--- config.mk ---
export PLATFORM = sky130hd
export DESIGN_NAME = serial_adder
export DESIGN_NICKNAME = d
export VERILOG_FILES = /design/src/rtl/serial_adder.sv
export SDC_FILE = /design/constraint.sdc
export NUM_CORES = 1
export LEC_CHECK = 0
export ABC_AREA = 1
export CAP_MARGIN = 20
export CORE_MARGIN = 5
export CORE_UTILIZATION = 45
export CTS_BUF_LIST = sky130_fd_sc_hd__clkbuf_8 sky130_fd_sc_hd__clkbuf_16
export DETAILED_ROUTE_END_ITERATION = 8
export HOLD_SLACK_MARGIN = 0.12
export PLACE_DENSITY = 0.68
export SLEW_MARGIN = 20
export SYNTH_ARGS = -nofsm -noshare
export SYNTH_HDL_FRONTEND = slang
export SYNTH_SLANG_ARGS = --single-unit
--- constraint.sdc ---
create_clock -name clk -period 1.05 [get_ports clk]
set_input_delay 0.1575 -clock clk [delete_from_list [all_inputs] [get_ports clk]]
set_output_delay 0.1575 -clock clk [all_outputs]
set_load 0.03 [all_outputs]
--- src/rtl/serial_adder.sv ---
// Bit-serial unsigned adder: captures two WIDTH-bit operands on start and adds them LSB-first,
// one bit per clock, through a single full-adder cell with a registered carry.
module serial_adder #(
  parameter int unsigned WIDTH = 8
) (
  input  logic             clk,
  input  logic             rst,
  input  logic             start,
  input  logic [WIDTH-1:0] a,
  input  logic [WIDTH-1:0] b,
  output logic             busy,
  output logic             done,
  output logic [WIDTH-1:0] sum,
  output logic             carry
);

  localparam int unsigned CntW = $clog2(WIDTH + 1);
  localparam logic [CntW-1:0] CntLoad = CntW'(WIDTH);
  localparam logic [CntW-1:0] CntOne  = CntW'(1);

  typedef enum logic [1:0] {StIdle, StRun, StDone} state_e;

  state_e           state_q;
  logic [WIDTH-1:0] a_q, b_q;
  // Holds the WIDTH-1 bits produced so far; the final bit joins it on the way to sum.
  logic [WIDTH-2:0] res_q;
  logic             c_q;
  logic [CntW-1:0]  cnt_q;

  logic ha1_s, ha1_c, ha2_s, ha2_c, fa_c;
  logic [WIDTH-2:0] s_top;

  always_comb begin
    ha1_s = a_q[0] ^ b_q[0];
    ha1_c = a_q[0] & b_q[0];
    ha2_s = ha1_s ^ c_q;
    ha2_c = ha1_s & c_q;
    fa_c  = ha1_c | ha2_c;
    s_top = '0;
    s_top[WIDTH-2] = ha2_s;
  end

  always_ff @(posedge clk) begin
    if (rst) begin
      state_q <= StIdle;
      a_q     <= '0;
      b_q     <= '0;
      res_q   <= '0;
      c_q     <= 1'b0;
      cnt_q   <= '0;
      busy    <= 1'b0;
      done    <= 1'b0;
      sum     <= '0;
      carry   <= 1'b0;
    end else begin
      unique case (state_q)
        StIdle, StDone: begin
          done <= 1'b0;
          if (start) begin
            a_q     <= a;
            b_q     <= b;
            c_q     <= 1'b0;
            cnt_q   <= CntLoad;
            busy    <= 1'b1;
            state_q <= StRun;
          end else begin
            state_q <= StIdle;
          end
        end
        StRun: begin
          a_q   <= a_q >> 1;
          b_q   <= b_q >> 1;
          c_q   <= fa_c;
          res_q <= (res_q >> 1) | s_top;
          cnt_q <= cnt_q - CntOne;
          if (cnt_q == CntOne) begin
            busy    <= 1'b0;
            done    <= 1'b1;
            sum     <= {ha2_s, res_q};
            carry   <= fa_c;
            state_q <= StDone;
          end
        end
        default: state_q <= StIdle;
      endcase
    end
  end

endmodule

==> reports/metrics.csv, run 1 <==
metric;value;unit
die_h;73.6;um
hold_viol_final;0;
max_slew_margin;85.8;%
cp_num_cells;6;
seq_area_frac_synth;45.1;%
cp-start-kind;flip-flop;
drt-total-wl;4590;um
dieArea;5420;um^2
io_buffers;29;
setup_violations;30;
run_status;finished, violations left;
syn_nets;264;
hp-class;input port to flip-flop;
path_common_cell;buf_12;
num_vias;1743;
clock-sinks;41;
worst_r2r_path_depth;6;
cts_made_buffers;5;
end_kind;flip-flop;
drc;0;
drive_gt1_share;38.4;%
ys_seq_elements;41;
drt-pass1-iter-count;4;
period_share;109;%
holdWs;0.417;ns
syn_area;1820;um^2
rr_startpoint;state_q[0]$_SDFFE_PP0P_;
grt_max_degree;21;
grt_overflow;0;
hpwl;2760;um
power;0.00403;W
io_pins;30;
layout.nets;323;
max_stage_delay;0.38;ns
path_class;flip-flop to flip-flop;
crit_path_top_delay_cell;dfxtp_4;
fp.dieW;73.6;um
violations;setup timing;
worstHoldStart;a[7];
worstMarginPinSlew;0.212;ns
path_clk_slew;0.08;ns
area_growth;55.7;%
cap_violations;0;
post-route-min-period;1.14;ns
cts-root-buf;clkbuf_8;
cts_max_level;2;
r2r-end;a_q[6]$_SDFFE_PP0P_;
crit_buf_inv;3;
syn_area_per_cell;7.52;um^2
grt_pass1_vias;1573;
placed_area;2260;um^2
ant_nets;0;
num_rows;23;
ys_top_cells_by_area;dfxtp_1 (45%), nand2_1 (13%), nand3_1 (11%);
irDropWorstVdd;0.803;mV
path_delay_family;flip-flops;
core_area;3970;um^2
insertedDiodeCount;0;
fmax;874;MHz
drt-vias-per-instance;4.95;
cp-startpoint;state_q[0]$_SDFFE_PP0P_;
routedWlPerCell;13.0;um
critPathMaxFanout;7;
yosys_warnings;0;
ys_types;26;
slew_viol_final;0;
setup_ws;-0.0936;ns
grt_pass1_wl;6850;um
clk-insertion-delay-late;0.30;ns
fin_tns_setup;-1.67;ns
required;1.29;ns
start_util;45.8;%
stdcell_area;2830;um^2
crit_path_cell_trace;buf_6 -> nand2_8 -> buf_12 -> buf_12 -> nand3_4 -> a21oi_2;
r2r_setup_slack;-0.09;ns
powerDensity;1420;nW/um^2
cts_tree;yes;
crit_end;a_q[6]$_SDFFE_PP0P_;
synth_top_area_share;45.1;%
drt-initial-drc-count;66;
leakage;1.19;nW
fin_worst_skew;0.00839;ns
pre_cts_ws;-0.331;ns
rsz0062_at_grt;yes;
grt_usage;16.5;%
worst_ep_arrival_time;1.38;ns
syn_inst;242;
grt_antenna_before_repair;0;
clockBufferDepth;2;
netlist.top_cell.by_area;dfxtp_1;
gp_congestion;0.789;
==> sequential cells by signal, summed over array words and instances, names as in the netlist, 2 cells and up <==
| register | cells |
|---|---|
| sum | 8 |
| b_q | 8 |
| cnt_q | 4 |
| state_q | 2 |
| res_q | 7 |
| a_q | 8 |
==> metal layers <==
metal  vias up  GRT usage, %  wire length (um)
met4         0          8.45               123
met3        14          2.87               237
met2        43          27.2              2250
met5         -             0                 0
li1        892             -                 -
met1       794          20.6              1970
==> worst min-delay path, stage by stage <==
cell and delay (ns):
clkdlybuf4s50_1 0.40, nand2_1 0.07, a21oi_1 0.05
==> what timing repair did <==
item | CTS | global route
gates cloned | 3 | 0
buffers inserted | 3 | 6
hold buffers | 0 | 0
setup endpoints to repair | 39 | 38
pin swaps | 18 | 33
resized for setup | 40 | 42
==> worst min path at each step <==
| stage | to | slack [ns] | cells after the start |
|---|---|---|---|
| floorplan | state_q[1]$_SDFFE_PP0P_ | 0.25 | 1 |
| global placement | res_q[0]$_SDFFE_PP0P_ | 0.45 | 2 |
| detailed placement | res_q[0]$_SDFFE_PP0P_ | 0.45 | 2 |
| CTS | b_q[7]$_SDFFE_PP0P_ | 0.42 | 3 |
| global route | a_q[7]$_SDFFE_PP0P_ | 0.45 | 3 |
| finish | a_q[7]$_SDFFE_PP0P_ | 0.42 | 3 |
==> layout make-up <==
cell class | instances | area (um^2)
multi-input cells | 167 | 1070
fillers | 312 | 1140
inverters | 23 | 98.8
flip-flops and latches | 41 | 835
clock buffers | 6 | 82.6
well taps | 50 | 62.6
repair buffers | 63 | 649
clock inverters | 2 | 33.8
==> cell families after synthesis <==
| group | after synthesis | share of synthesized area [%] |
|---|---|---|
| AOI/OAI and AO/OA | 33 | 9.42 |
| adders and majority gates | 3 | 2.47 |
| buffers and inverters | 35 | 10.4 |
| DFF | 41 | 45.1 |
| and+or+nand+nor | 130 | 32.6 |
==> synth_stat cells <==
master / count
nand2_4: 2
buf_1: 1
buf_8: 1
o21ai_1: 1
nand3_2: 1
buf_2: 1
a21oi_1: 23
dfxtp_1: 41
buf_4: 2
nand2_2: 1
nor2_8: 1
inv_1: 20
or2_1: 1
buf_6: 4
fa_1: 1
o21a_1: 1
inv_8: 1
nand2_1: 63
clkbuf_1: 3
nand3_1: 39
ha_1: 2
nor2_4: 2
inv_2: 2
o21ai_0: 7
a21oi_2: 1
nor2_1: 20
==> stage by stage <==
stage | std cells | utilization [%]
5_1_grt | 352 | 71.4
3_5_place_dp | 332 | 57.0
6_report | 352 | 71.4
2_1_floorplan | 242 | -
4_1_cts | 346 | 65.4
3_3_place_gp | 332 | 57.0
==> where the power goes <==
| group | total, W | internal [W] | switching, W |
|---|---|---|---|
| Combinational | 0.000954 | 0.000481 | 0.000473 |
| Clock | 0.00133 | 0.000766 | 0.000567 |
| Sequential | 0.00174 | 0.00166 | 0.0000844 |
| Total | 0.00403 | 0.00290 | 0.00112 |
==> cell usage in the layout (no fill, tap or decap), drive strengths merged <==
cell type / count
clkbuf: 6
or2: 1
a21oi: 24
nand2: 66
buf: 45
bufinv: 1
inv: 24
dfxtp: 41
clkdlybuf4s50: 17
o21ai: 8
nand3: 40
o21a: 1
dlygate4sd2: 1
fa: 1
ha: 2
nor2: 24
Power figures use the tool's default switching activity.
==> inputs of run 2 (changes only) <==
CORE_ASPECT_RATIO = 0.8   (was default)
==> run 2 against run 1 <==
The run still ends with setup timing left. Sequential cell count stayed put. Worst setup slack worse by 0.035 ns. Via count is 0.86% higher. Routed wire length is 0.85% lower. Sequential share of layout area is 1.2 points higher. Combinational power is 6.8% lower. Critical path type unchanged. Largest cell class unchanged.
==> reports/metrics.csv, run 2 (synthesis gave the netlist of run 1 again) <==
metric;value;unit;change
worst_ep_arrival_time;1.41;ns;was 1.38 ns
postCtsHoldBufs;0;;unchanged
cts_made_buffers;5;;unchanged
drt-total-wl;4550;um;was 4590 um
path_common_cell;nand2_1;;was buf_12
worstMarginPinSlew;0.229;ns;was 0.212 ns
critPathMaxFanout;8;;was 7
start_util;47.2;%;was 45.8%
max_stage_delay;0.38;ns;about the same
drt-pass1-iter-count;4;;unchanged
cts_tree;yes;;unchanged
crit_path_cell_trace;buf_6 -> nor2_4 -> nand2_1 -> nand2_1 -> inv_1 -> a21oi_1;;was buf_6 -> nand2_8 -> buf_12 -> buf_12 -> nand3_4 -> a21oi_2
grt_max_degree;13;;was 21
end_kind;flip-flop;;unchanged
fp.dieW;81.1;um;was 73.6 um
path_class;flip-flop to flip-flop;;unchanged
layout.nets;325;;was 323
cap_violations;0;;unchanged
grt_antenna_before_repair;0;;unchanged
layout_commonest_cell;nand2_1;;unchanged
routedWlPerCell;12.7;um;was 13.0 um
final_cell_mix;nand2_1 (52), dfxtp_1 (33), buf_4 (31), nand3_1 (30);;was nand2_1 (52), dfxtp_1 (36), buf_4 (29), nand3_1 (22), inv_1 (19)
crit_path_top_delay_cell;dfxtp_4;;unchanged
grt_usage;18.1;%;was 16.5%
drt-vias-per-instance;4.91;;was 4.95
rsz0062_at_grt;yes;;unchanged
slew_viol_final;0;;unchanged
clock-sinks;41;;unchanged
drt-initial-drc-count;99;;was 66
holdWs;0.421;ns;was 0.417 ns
hold_viol_final;0;;unchanged
core_area;3850;um^2;was 3970 um^2
fmax;849;MHz;was 874 MHz
drive_gt1_share;38.6;%;was 38.4%
insertedDiodeCount;0;;unchanged
die_h;66.9;um;was 73.6 um
io_pins;30;;unchanged
period_share;112;%;was 109%
leakage;1.18;nW;was 1.19 nW
path_clk_slew;0.07;ns;was 0.08 ns
clk-insertion-delay-late;0.30;ns;about the same
dieArea;5430;um^2;was 5420 um^2
pre_cts_ws;-0.345;ns;was -0.331 ns
cp-start-kind;flip-flop;;unchanged
cts_max_level;2;;unchanged
hpwl;3030;um;was 2760 um
run_status;finished, violations left;;unchanged
irDropWorstVdd;1.07;mV;was 0.803 mV
num_vias;1758;;was 1,743
crit_buf_inv;2;;was 3
fillerInstances;311;;was 312
fin_worst_skew;0.00424;ns;was 0.00839 ns
hp-class;input port to flip-flop;;unchanged
powerDensity;1350;nW/um^2;was 1420 nW/um^2
clockBufferDepth;2;;unchanged
required;1.28;ns;was 1.29 ns
fin_tns_setup;-0.719;ns;was -1.67 ns
grt_pass1_vias;1633;;was 1,573
max_slew_margin;84.7;%;was 85.8%
gp_congestion;0.821;;was 0.789
ant_nets;0;;unchanged
setup_ws;-0.128;ns;was -0.0936 ns
violations;setup timing;;unchanged
post-route-min-period;1.18;ns;was 1.14 ns
io_buffers;29;;unchanged
setup_violations;23;;was 30
path_delay_family;simple AND/OR/NAND/NOR gates;;was flip-flops
grt_overflow;0;;unchanged
drc;0;;unchanged
cts-root-buf;clkbuf_8;;unchanged
reg_top3;a_q x8, b_q x8, sum x8;;unchanged
grt_pass1_wl;7390;um;was 6850 um
area_growth;50.0;%;was 55.7%
num_rows;20;;was 23
==> run 2: repair_timing <==
item	CTS	global route
setup buffers	3	2
endpoints found under the setup margin	38	40
pin swaps	16	21
gates resized for setup	36	49
cloned	1	0
==> run 2: final cells by class <==
type | instances | area (um^2) | share of cell area, %
clock buffers | 6 | 82.6 | 3.02
repair buffers | 65 | 618 | 22.6
inverters | 23 | 98.8 | 3.62
well taps | 55 | 68.8 | 2.52
flip-flops and latches | 41 | 836 | 30.6
clock inverters | 1 | 3.75 | 0.137
multi-input cells | 167 | 1020 | 37.4
==> run 2: routing by layer <==
| layer | vias up | track usage [%] | part of all wire [%] |
|---|---|---|---|
| met4 | 0 | 9.70 | 2.1 |
| met2 | 26 | 27.5 | 49 |
| li1 | 898 | - | - |
| met1 | 825 | 23.7 | 47 |
| met3 | 9 | 3.92 | 2.6 |
| met5 | - | 0 | 0 |
==> run 2: report_power, final <==
| part | switching [W] | total (W) | internal, W |
|---|---|---|---|
| clock network | 0.000526 | 0.00104 | 0.000511 |
| logic | 0.000458 | 0.000889 | 0.000431 |
| registers | 0.0000860 | 0.00175 | 0.00166 |
| total | 0.00107 | 0.00368 | 0.00261 |
==> run 2: path summary, 6_finish.rpt <==
path | from | to | slack (ns) | cells past startpoint
worst max-delay path | state_q[0]$_SDFFE_PP0P_ | a_q[3]$_SDFFE_PP0P_ | -0.13 | 6
worst min-delay path | b[7] | b_q[7]$_SDFFE_PP0P_ | 0.42 | 3
worst max register to register | state_q[0]$_SDFFE_PP0P_ | a_q[3]$_SDFFE_PP0P_ | -0.13 | 6
worst min register to register | sum[3]$_SDFFE_PP0P_ | sum[3]$_SDFFE_PP0P_ | 0.46 | 2
==> run 2: tightest hold or removal path: stages <==
cell             delay [ns]
clkdlybuf4s50_1        0.40
nand2_1                0.07
a21oi_1                0.06
==> run 2: per-stage QoR <==
step | power, W | utilization [%] | area, um^2 | std cells
floorplan | 0.00217 | - | 1830 | 242
global placement | 0.00245 | 60.6 | 2340 | 346
detailed placement | 0.00246 | 60.6 | 2340 | 346
CTS | 0.00357 | 66.9 | 2580 | 357
global route | 0.00387 | 70.8 | 2730 | 358
finish | 0.00368 | 70.8 | 2730 | 358
==> inputs of run 3 (changes only) <==
CTS_CLUSTER_SIZE = 10   (was default)
PLACE_DENSITY = 0.65   (was 0.68)
clock period = 1.4 ns   (was 1.05 ns; I/O delays follow)
==> run 3 against run 2 <==
The flow now finishes without violations. Utilization down 12 points. Sequential cell count unchanged. Via count down 10%. Routed wire length down 15%. Die area unchanged. Critical path depth down 5. Final area down 17%. Worst setup slack better by 0.29 ns. Sequential power down 26%. Total power down 32%. Cell count down 6.7%. Highest routed layer unchanged.
==> reports/metrics.csv, run 3 (synthesis gave the netlist of run 1 again) <==
metric;value;unit;change
crit_path_top_delay_cell;dlygate4sd2_1;;was dfxtp_4
gp_congestion;0.860;;was 0.821
run_status;completed;;was finished, violations left
grt_use_met1;22.5;%;was 23.7%
post-cts-setup-buffer-count;0;;was 3
period_share;88.3;%;
use_met3;3.78;%;was 3.92%
postCtsResizedCells;11;;was 36
power.share.switching;27.3;%;was 29.1%
max_slew_margin;62.7;%;was 84.7%
dieArea;5430;um^2;unchanged
drc;0;;unchanged
powerDensity;1110;nW/um^2;was 1350 nW/um^2
fmax;809;MHz;
start_util;47.2;%;unchanged
clockBufferDepth;2;;unchanged
drt-initial-drc-count;52;;was 99
clock-sinks;41;;unchanged
num_rows;20;;unchanged
insertedDiodeCount;0;;unchanged
grt_pass1_vias;1526;;was 1,633
hpwl;2770;um;was 3030 um
grt_max_degree;21;;was 13
cts_tree;yes;;unchanged
cap_violations;0;;unchanged
dpl.cell_count;327;;was 346
grt_pass1_wl;6900;um;was 7390 um
leakage;1.02;nW;was 1.18 nW
internal_power;0.00181;W;was 0.00261 W
grt_antenna_before_repair;0;;unchanged
grt_usage;16.6;%;was 18.1%
required;1.19;ns;was 1.28 ns
path_delay_family;buffers and inverters;;was simple AND/OR/NAND/NOR gates
hold_viol_final;0;;unchanged
layout_commonest_cell;nand2_1;;unchanged
clkPwrFrac;30.7;%;was 28.2%
drt-total-wl;3870;um;was 4550 um
cp-start-kind;flip-flop;;unchanged
top_usage_layer;met2;;unchanged
use_met2;24.4;%;was 27.5%
crit_buf_inv;1;;was 2
p_switching;0.000682;W;was 0.00107 W
fin_worst_skew;0.00355;ns;was 0.00424 ns
irDropWorstVdd;0.578;mV;was 1.07 mV
cts-root-buf;clkbuf_8;;unchanged
crit_path_cell_trace;dlygate4sd2_1;;was buf_6 -> nor2_4 -> nand2_1 -> nand2_1 -> inv_1 -> a21oi_1
final_cell_mix;nand2_1 (63), dfxtp_1 (41), nand3_1 (39), a21oi_1 (23), inv_1 (21);;was nand2_1 (52), dfxtp_1 (33), buf_4 (31), nand3_1 (30)
rsz0062_at_grt;no;;was yes
setup_violations;0;;was 23
postCtsHoldBufs;0;;unchanged
power;0.00250;W;was 0.00368 W
num_vias;1575;;was 1,758
pwr-share-seq;52.0;%;was 47.6%
pwr-share-comb;17.4;%;was 24.2%
area_growth;23.8;%;was 50.0%
fin_tns_setup;0;ns;was -0.719 ns
core_area;3850;um^2;unchanged
worst_ep_arrival_time;1.03;ns;was 1.41 ns
clk-insertion-delay-late;0.29;ns;was 0.30 ns
io_pins;30;;unchanged
instances_no_fill;334;;was 358
post-route-min-period;1.24;ns;
end_kind;output port;;was flip-flop
drt-pass1-iter-count;4;;unchanged
routedWlPerCell;11.6;um;was 12.7 um
critPathMaxFanout;2;;was 8
reg_top3;a_q x8, b_q x8, sum x8;;unchanged
path_clk_slew;0.07;ns;about the same
max_stage_delay;0.41;ns;was 0.38 ns
hp-class;flip-flop to flip-flop;;was input port to flip-flop
die_h;66.9;um;unchanged
io_buffers;29;;unchanged
ant_nets;0;;unchanged
cts_made_buffers;5;;unchanged
slew_viol_final;0;;unchanged
worstMarginPinSlew;0.559;ns;was 0.229 ns
path_class;flip-flop to output port;;was flip-flop to flip-flop
grt_overflow;0;;unchanged
layout.nets;301;;was 325
cts_max_level;2;;unchanged
fp.dieW;81.1;um;unchanged
drive_gt1_share;10.8;%;was 38.6%
drt-vias-per-instance;4.72;;was 4.91
## run 3: changes by cell type in the layout (fill, tap and decap cells not counted), sizes merged
cell,delta
buf,-34
clkdlybuf4s50,+1
dlygate4sd2,+10
nor2,-1
## run 3: cell type report
cell class              instances  area (um^2)
fillers                       384         1600
flip-flops and latches         41          821
multi-input cells             166          811
repair buffers                 42          374
inverters                      23         93.8
clock buffers                   6         82.6
well taps                      55         68.8
clock inverters                 1         3.75
## run 3: power groups by stage
stage | logic (W) | clock network (W) | registers [W]
final | 0.000434 | 0.000765 | 0.00130
after global routing | 0.000493 | 0.000843 | 0.00131
after CTS | 0.000435 | 0.000795 | 0.00130
after detailed placement | 0.000436 | 0 | 0.00132
after global placement | 0.000432 | 0 | 0.00132
after floorplan | 0.000305 | 0 | 0.00132
## run 3: through the flow
step / setup slack (ns) / area [um^2] / hold slack, ns / utilization (%)
final: 0.163 / 2250 / 0.458 / 58.5
after global routing: 0.0400 / 2250 / 0.490 / 58.5
after CTS: 0.148 / 2250 / 0.462 / 58.5
after detailed placement: -0.0258 / 2180 / 0.451 / 56.6
after global placement: -0.0142 / 2180 / 0.445 / 56.6
after floorplan: 0.278 / 1820 / 0.302 / -
## run 3: worst paths after layout
kind / slack [ns] / cells after the start / endpoint / start
max reg2reg: 0.17 / 7 / sum[0]$_SDFFE_PP0P_ / cnt_q[1]$_SDFFE_PP0P_
min: 0.46 / 2 / sum[2]$_SDFFE_PP0P_ / res_q[2]$_SDFFE_PP0P_
min reg2reg: 0.46 / 2 / sum[2]$_SDFFE_PP0P_ / res_q[2]$_SDFFE_PP0P_
max: 0.16 / 1 / sum[1] / sum[1]$_SDFFE_PP0P_
## run 3: per-layer routing
metal | vias to the layer above | routed length, um
met2 | 31 | 1580
met3 | 8 | 145
met4 | 0 | 78
met5 | - | 0
li1 | 849 | -
met1 | 687 | 2070
## run 3: worst register-to-register path, stage by stage, from the launching register on
cell,delay (ns)
dfxtp_1,0.33
inv_1,0.08
ha_1,0.19
nand2_1,0.06
nor2_1,0.23
nand3_1,0.11
nand2_1,0.07
nor2_1,0.04
